### config.mk
export PLATFORM = sky130hd
export DESIGN_NAME = shift_feeder
export DESIGN_NICKNAME = d
export VERILOG_FILES = /design/src/rtl/shift_feeder_pkg.sv /design/src/rtl/shift_bit_cnt.sv /design/src/rtl/shift_feeder.sv
export SDC_FILE = /design/constraint.sdc
export NUM_CORES = 1
export LEC_CHECK = 0
export BUFFER_PORTS_ARGS = -buffer_cell sky130_fd_sc_hd__buf_2
export CAP_MARGIN = 20
export CORE_ASPECT_RATIO = 1.75
export CORE_MARGIN = 2
export CORE_UTILIZATION = 45
export CTS_BUF_LIST = sky130_fd_sc_hd__clkbuf_4 sky130_fd_sc_hd__clkbuf_8 sky130_fd_sc_hd__clkbuf_16
export DETAILED_ROUTE_END_ITERATION = 8
export GPL_ROUTABILITY_DRIVEN = 0
export PLACE_DENSITY = 0.68
export SLEW_MARGIN = 20
export SYNTH_ARGS = -nofsm -noshare
export SYNTH_HDL_FRONTEND = slang
export SYNTH_HIERARCHICAL = 1
export SYNTH_SLANG_ARGS = --single-unit
### constraint.sdc
create_clock -name clk -period 3.7 [get_ports clk]
set_clock_uncertainty 0.2 [all_clocks]
set_input_delay 0.74 -clock clk [delete_from_list [all_inputs] [get_ports clk]]
set_output_delay 0.74 -clock clk [all_outputs]
set_load 0.03 [all_outputs]
### src/rtl/shift_feeder_pkg.sv
// Shared types and helpers for the shift-register feeder: state encoding,
// direction codes and counter width sizing.
package shift_feeder_pkg;

   typedef enum logic [1:0] {
      ST_IDLE  = 2'd0,
      ST_SHIFT = 2'd1,
      ST_GAP   = 2'd2
   } state_e;

   localparam logic DIR_MSB_FIRST = 1'b0;
   localparam logic DIR_LSB_FIRST = 1'b1;

   // A one-state counter still needs a 1-bit register.
   function automatic int cnt_width(input int n);
      return (n > 1) ? $clog2(n) : 1;
   endfunction

endpackage

### src/rtl/shift_bit_cnt.sv
// Up-counter with synchronous clear (priority over increment) and a
// terminal-count flag raised while the count equals TERM.
module shift_bit_cnt #(
   parameter int CW   = 4,
   parameter int TERM = 15
) (
   input  logic clk_i,
   input  logic rst_ni,
   input  logic clr_i,
   input  logic inc_i,
   output logic tc_o
);

   logic [CW-1:0] cnt_q, cnt_d;

   always_comb begin
      cnt_d = cnt_q;
      if (clr_i) begin
         cnt_d = '0;
      end else if (inc_i) begin
         cnt_d = cnt_q + CW'(1);
      end
   end

   always_ff @(posedge clk_i or negedge rst_ni) begin
      if (!rst_ni) begin
         cnt_q <= '0;
      end else begin
         cnt_q <= cnt_d;
      end
   end

   assign tc_o = (cnt_q == CW'(TERM));

endmodule

### src/rtl/shift_feeder.sv
// Serialises handshaked parallel words onto d/en/dir for the downstream
// shift register, with an optional idle gap and a word_done pulse.
//
//   state    | meaning
//   ---------+------------------------------------------------------------
//   ST_IDLE  | waiting for a word; in_ready follows alive
//   ST_SHIFT | presenting one bit per cycle, en=1
//   ST_GAP   | GAP idle cycles after a word, en=0, in_ready=0
module shift_feeder
   import shift_feeder_pkg::*;
#(
   parameter int WIDTH = 16,
   parameter int GAP   = 0
) (
   input  logic             clk,
   input  logic             reset,
   input  logic [WIDTH-1:0] in_data,
   input  logic             in_dir,
   input  logic             in_valid,
   output logic             in_ready,
   output logic             d,
   output logic             en,
   output logic             dir,
   output logic             busy,
   output logic             word_done
);

   localparam int CNT_W = cnt_width(WIDTH);

   state_e           state_q, state_d;
   logic [WIDTH-1:0] hold_q, hold_d;
   logic             dir_q, dir_d;
   logic             done_q, done_d;
   logic             alive_q;
   logic             bit_last;
   logic             gap_last;

   shift_bit_cnt #(
      .CW   (CNT_W),
      .TERM (WIDTH - 1)
   ) u_bit_cnt (
      .clk_i  (clk),
      .rst_ni (reset),
      .clr_i  ((state_q != ST_SHIFT) || bit_last),
      .inc_i  ((state_q == ST_SHIFT) && !bit_last),
      .tc_o   (bit_last)
   );

   if (GAP > 0) begin : g_gap
      shift_bit_cnt #(
         .CW   (cnt_width(GAP)),
         .TERM (GAP - 1)
      ) u_gap_cnt (
         .clk_i  (clk),
         .rst_ni (reset),
         .clr_i  (state_q != ST_GAP),
         .inc_i  (state_q == ST_GAP),
         .tc_o   (gap_last)
      );
   end else begin : g_no_gap
      assign gap_last = 1'b0;
   end

   always_comb begin
      state_d  = state_q;
      hold_d   = hold_q;
      dir_d    = dir_q;
      done_d   = 1'b0;
      in_ready = 1'b0;
      case (state_q)
         ST_IDLE: begin
            in_ready = alive_q;
            if (in_valid && alive_q) begin
               hold_d  = in_data;
               dir_d   = in_dir;
               state_d = ST_SHIFT;
            end
         end
         ST_SHIFT: begin
            hold_d = (dir_q == DIR_LSB_FIRST) ? (hold_q >> 1) : (hold_q << 1);
            if (bit_last) begin
               done_d = 1'b1;
               if (GAP > 0) begin
                  state_d = ST_GAP;
               end else begin
                  // Back-to-back: accept the next word on the last bit, no bubble.
                  in_ready = 1'b1;
                  if (in_valid) begin
                     hold_d = in_data;
                     dir_d  = in_dir;
                  end else begin
                     state_d = ST_IDLE;
                  end
               end
            end
         end
         ST_GAP: begin
            if (gap_last) begin
               state_d = ST_IDLE;
            end
         end
         default: state_d = ST_IDLE;
      endcase
   end

   always_ff @(posedge clk or negedge reset) begin
      if (!reset) begin
         state_q <= ST_IDLE;
         hold_q  <= '0;
         dir_q   <= DIR_MSB_FIRST;
         done_q  <= 1'b0;
         alive_q <= 1'b0;
      end else begin
         state_q <= state_d;
         hold_q  <= hold_d;
         dir_q   <= dir_d;
         done_q  <= done_d;
         alive_q <= 1'b1;
      end
   end

   assign en        = (state_q == ST_SHIFT);
   assign d         = en & ((dir_q == DIR_LSB_FIRST) ? hold_q[0] : hold_q[WIDTH-1]);
   assign dir       = dir_q;
   assign busy      = (state_q != ST_IDLE);
   assign word_done = done_q;

endmodule

Word-level counts from Yosys, hierarchy flattened. Cells that the tools add are included.

Register bits after elaboration: 25. Output and inout bits: 6. Logic and storage cells: 47.

Add/sub/neg operators: 1. Equality and inequality tests: 8. Mux-type cells: 19. Bitwise logic cells: 2. Reductions and logical operators: 11.

Operators by type and width (count): $mux W16 (4); $pmux W16 S2 (1); $mux W4 (2); $reduce_and A4 Y1 (2); $mux W1 (6); $mux W2 (3); $ne A2 B2 Y1 const B (3); $pmux W2 S3 (1); $reduce_bool A2 Y1 (3); $add A4 B1 Y4 const B (1); $eq A4 B4 Y1 const B (1); $ne A2 B1 Y1 const B (2); $pmux W1 S2 (2); $eq A2 B1 Y1 const B (1); $eq A2 B2 Y1 const B (1); $logic_and A1 B1 Y1 (2); $logic_not A2 Y1 (1); $reduce_and A2 Y1 (1); $and A1 B1 Y1 (1); $logic_not A1 Y1 (1); $logic_or A1 B1 Y1 (1); $not A1 Y1 (1).

Depth between registers and ports, before layout.
Depth after elaboration: 5. Depth in mapped cells: 8. Mapped depth without buffers: 6.

Modules after synthesis. Netlist, hierarchy kept.

Modules (own cells, without submodules): shift_feeder (times used 1, cells each 88, area an instance 1028.5 um2, sequential area each 500.5 um2); shift_bit_cnt (times used 1, cells each 17, area an instance 198.9 um2, sequential area each 100.1 um2).

Worst setup path before layout. OpenSTA, ideal clock, no wires.

Path kind: reg-to-output. From: register dir_q, in the netlist dir. To: output d. Data arrival time: 1590 ps. Data required time: 2760 ps. Path slack: 1170 ps. Cell stages (with the launch flop): 5. Buffers on the path: 2. Cell sequence: dfrtp_1 -> buf_2 -> buf_2 -> mux2i_1 -> nor2b_1.

Longest elaborated chain between the ends: 2.

RTL lines: start, declared (RTL line shift_feeder.sv:32) `logic dir_q, dir_d;`; start signal, assigned (RTL line shift_feeder.sv:116) `dir_q <= dir_d;`; $mux W1 (RTL line shift_feeder.sv:123) `assign d = en & ((dir_q == DIR_LSB_FIRST) ? hold_q[0] : hold_q[WIDTH-1]);`; $and A1 B1 Y1 (RTL line shift_feeder.sv:123); end, declared (RTL line shift_feeder.sv:21) `output logic d,`.

Every way passes these cells.

Worst setup path in the final report.
From: register u_bit_cnt.cnt_q[0]. To: output in_ready.

Longest elaborated chain between the ends: 3.

RTL lines: start, declared (RTL line shift_bit_cnt.sv:14) `logic [CW-1:0] cnt_q, cnt_d;`; start signal, assigned (RTL line shift_bit_cnt.sv:29) `cnt_q <= cnt_d;`; $eq A4 B4 Y1 (RTL line shift_bit_cnt.sv:33) `assign tc_o = (cnt_q == CW'(TERM));`; via bit_last (RTL line shift_feeder.sv:35) `logic bit_last;`; $mux W1; $pmux W1 S2 (RTL line shift_feeder.sv:70) `case (state_q)`; end, declared (RTL line shift_feeder.sv:20) `output logic in_ready,`.

The timed path passes the listed nets, and every way through them passes these cells.

==> impl_metrics.csv <==
group,metric,value,unit
logic_synthesis,synthSimpleGateAreaFrac,0.116,
cts,clock_path_buffers,2,
power_and_ir_drop,p_leak,0.707,nW
cts,clock_latency,0.26,ns
final_layout,fin_cells,154,
logic_synthesis,syn_avg_cell_area,11.7,um^2
timing,setup_viol,0,
drt,finalWirelength,2340,um
drt,ant_nets,0,
cts,cts_buffers,3,
placement,dp_hpwl,1740,um
power_and_ir_drop,pwr-share-seq,0.406,
cts,post_cts_buffers,0,
die,core,2660,um^2
power_and_ir_drop,p_sw,432,uW
worst_setup_path,path_class,"register to output port",
cts,cts_sinks,24,
logic_synthesis,syn_inst,105,
placement,place_ws,1.26,ns
worst_setup_path,ff2ff_path_depth,5,
job,maxCapViolCount,0,
logic_synthesis,synthMuxAreaShare,0.161,
grt,overflow,0,
cts,h-tree-depth,1,
logic_synthesis,syn-num-nets,126,
cts,path_clk_slew,0.08,ns
power_and_ir_drop,total_power,1.16,mW
placement,dp_cells,151,
power_and_ir_drop,power_frac_clock,0.130,
timing,drv_slew,0,
die,initial_utilization,0.462,
timing,hold_viol_final,0,
logic_synthesis,synthesis.area,1230,um^2
die,num_io_pins,26,
worst_setup_path,r2r_end,"dir",
timing,worst_pin_slew,0.523,ns
timing,hold_slack,0.244,ns
worst_setup_path,worst_ep_required_time,2.76,ns
power_and_ir_drop,switching_share,0.374,
timing,rsz0062_at_grt,"no",
placement,postPlaceCellArea,1340,um^2
die,die_w,43.5,um
logic_synthesis,synth.distinct_cells,29,
grt,grt_max_degree,25,
placement,portBuffers,25,
timing,fmax,404,MHz
final_layout,layout-drive-gt1-share,0.276,
worst_setup_path,worstPathArrival,1.53,ns
drt,wirelength_met1,994,um
die,die_area,3180,um^2
final_layout,fin_nets,150,
logic_synthesis,ys_seq_area_frac,0.489,
drt,avgRoutedWirePerCell,15.2,um
timing,fin_ws,1.23,ns
grt,grt_pass1_wl,4040,um
drt,drc,0,
final_layout,areaGrowthSynthToFinish,12.7,%
worst_setup_path,worstSetupStartpointType,"register",
logic_synthesis,synth_seq_cells,24,
worst_setup_path,rr_startpoint,"u_bit_cnt/cnt_q[0]",
logic_synthesis,synth_fa_ha_area_frac,0.0102,
die,placementRows,25,
worst_setup_path,crit_slowest_cell,"dfrtp_1",
grt,grt_pass1_vias,925,
logic_synthesis,synth_top_family_by_area,"compound AO/OA/AOI/OAI gates",
power_and_ir_drop,peakVddDrop,405,uV
drt,top_layer,"met4",
drt,via_per_inst,5.65,
final_layout,stdcell_area,1380,um^2
power_and_ir_drop,internal-power,724,uW
drt,wl_met2,1220,um
cts,cts_hold_buffers,0,
die,fp.dieH,73.1,um
timing,tns,0,ns
logic_synthesis,synth-compound-area-share,0.162,
run_status,status,"completed",
timing,max_slew_margin,0.651,
final_layout,n_antenna_cell,0,
final_layout,n_fill_cell,246,
drt,wl_met3,76,um
logic_synthesis,ys_warn_count,6,
timing,timing.final.crit_share,0.669,
cts,root_buffer,"clkbuf_8",
worst_setup_path,r2r_setup_slack,1.30,ns
drt,vias,870,
drt,first_pass_iters,3,
min_path,min_path_type,"input pin to async pin",
final_layout,fin_util,0.520,
worst_setup_path,end_kind,"output port",
grt,grt_antenna_before_repair,0,
worst_setup_path,critical_path.max_fanout,4,
worst_setup_path,crit_chain,"ha_1, and3_1, mux2_2, buf_2",
drt,drt_iter0_drc,8,
cts,cts_tree,"built",
power_and_ir_drop,power_density,835,nW/um^2
logic_synthesis,synth_xor_area_frac,0.00714,
worst_setup_path,max_stage_delay,0.42,ns
timing,layout_min_cycle_time,2.47,ns
power_and_ir_drop,p_comb_frac,0.464,
cts,post_cts_resized,0,
grt,track_usage,0.165,
==> layout make-up <==
class	count	area, um^2	area share
Inverter	1	3.75	0.00271
Timing Repair Buffer	27	140	0.101
Clock buffer	3	41.3	0.0298
Multi-Input combinational cell	72	564	0.408
Tap cell	27	33.8	0.0244
Sequential cell	24	601	0.434
==> worst max-delay path, delay by kind of cell, from the launching register on <==
kind | cells | cell delay (ns)
simple gates | 1 | 0.18
mux | 1 | 0.27
buf+inv | 1 | 0.17
fa+ha+maj | 1 | 0.23
flops | 1 | 0.42
==> per-layer routing <==
layer	vias to the layer above	global-route usage
met3	5	0.0223
li1	427	-
met2	13	0.284
met1	425	0.201
met4	0	0.0707
met5	-	0
==> how the worst max path moves through the flow <==
stage | startpoint | endpoint | depth (start not counted)
6_report | u_bit_cnt/cnt_q[0] | in_ready | 4
5_1_grt | u_bit_cnt/cnt_q[0] | dir | 5
4_1_cts | u_bit_cnt/cnt_q[0] | in_ready | 4
3_5_place_dp | in_valid | dir | 4
3_3_place_gp | in_valid | dir | 4
2_1_floorplan | dir | d | 4
==> cell families after synthesis <==
family | count (synthesis)
AO/OA/AOI/OAI | 21
XOR/XNOR | 1
adder cells (fa/ha/maj) | 1
buffers and inverters | 9
flip-flops | 24
multiplexers | 19
other | 1
AND/OR/NAND/NOR | 29
==> cell usage in the layout (no fill, tap or decap), types with 2 or more instances in the layout <==
| cell | instances |
|---|---|
| a221o_1 | 16 |
| buf_2 | 25 |
| buf_4 | 2 |
| clkbuf_8 | 3 |
| dfrtp_1 | 24 |
| mux2i_1 | 16 |
| nand2_1 | 2 |
| nor2_1 | 18 |
| nor2b_1 | 2 |
==> power by group through the flow <==
stage          sequential [mW]  combinational (mW)  clock (mW)
3_5_place_dp             0.473               0.540           0
4_1_cts                  0.468               0.544       0.157
5_1_grt                  0.483               0.599       0.163
3_3_place_gp             0.469               0.523           0
6_report                 0.469               0.536       0.151
2_1_floorplan            0.464               0.446           0
==> flip-flops by register name, indices dropped and copies added, names as in the netlist <==
signal,flops
hold_q,16
alive_q,1
word_done,1
state_q,1
u_bit_cnt/cnt_q,4
dir,1
==> Yosys cell counts, drive strengths merged <==
| library cell | count | area share |
|---|---|---|
| ha | 1 | 0.010 |
| xnor2 | 1 | 0.0071 |
| nor3b | 1 | 0.0061 |
| mux2 | 3 | 0.031 |
| nor2b | 3 | 0.021 |
| and2 | 1 | 0.0051 |
| dfrtp | 24 | 0.49 |
| a221o | 16 | 0.13 |
| a21oi | 2 | 0.011 |
| mux2i | 16 | 0.13 |
| a21bo | 2 | 0.016 |
| nand2 | 2 | 0.0061 |
| conb | 1 | 0.0031 |
| nand3b | 1 | 0.0061 |
| or2b | 1 | 0.0061 |
| clkbuf | 2 | 0.0061 |
| inv | 1 | 0.0031 |
| nand4 | 1 | 0.0051 |
| and3 | 1 | 0.0051 |
| o21ai | 1 | 0.0041 |
| buf | 6 | 0.042 |
| nor2 | 18 | 0.055 |
No activity file was read; power rests on OpenSTA's default activity.
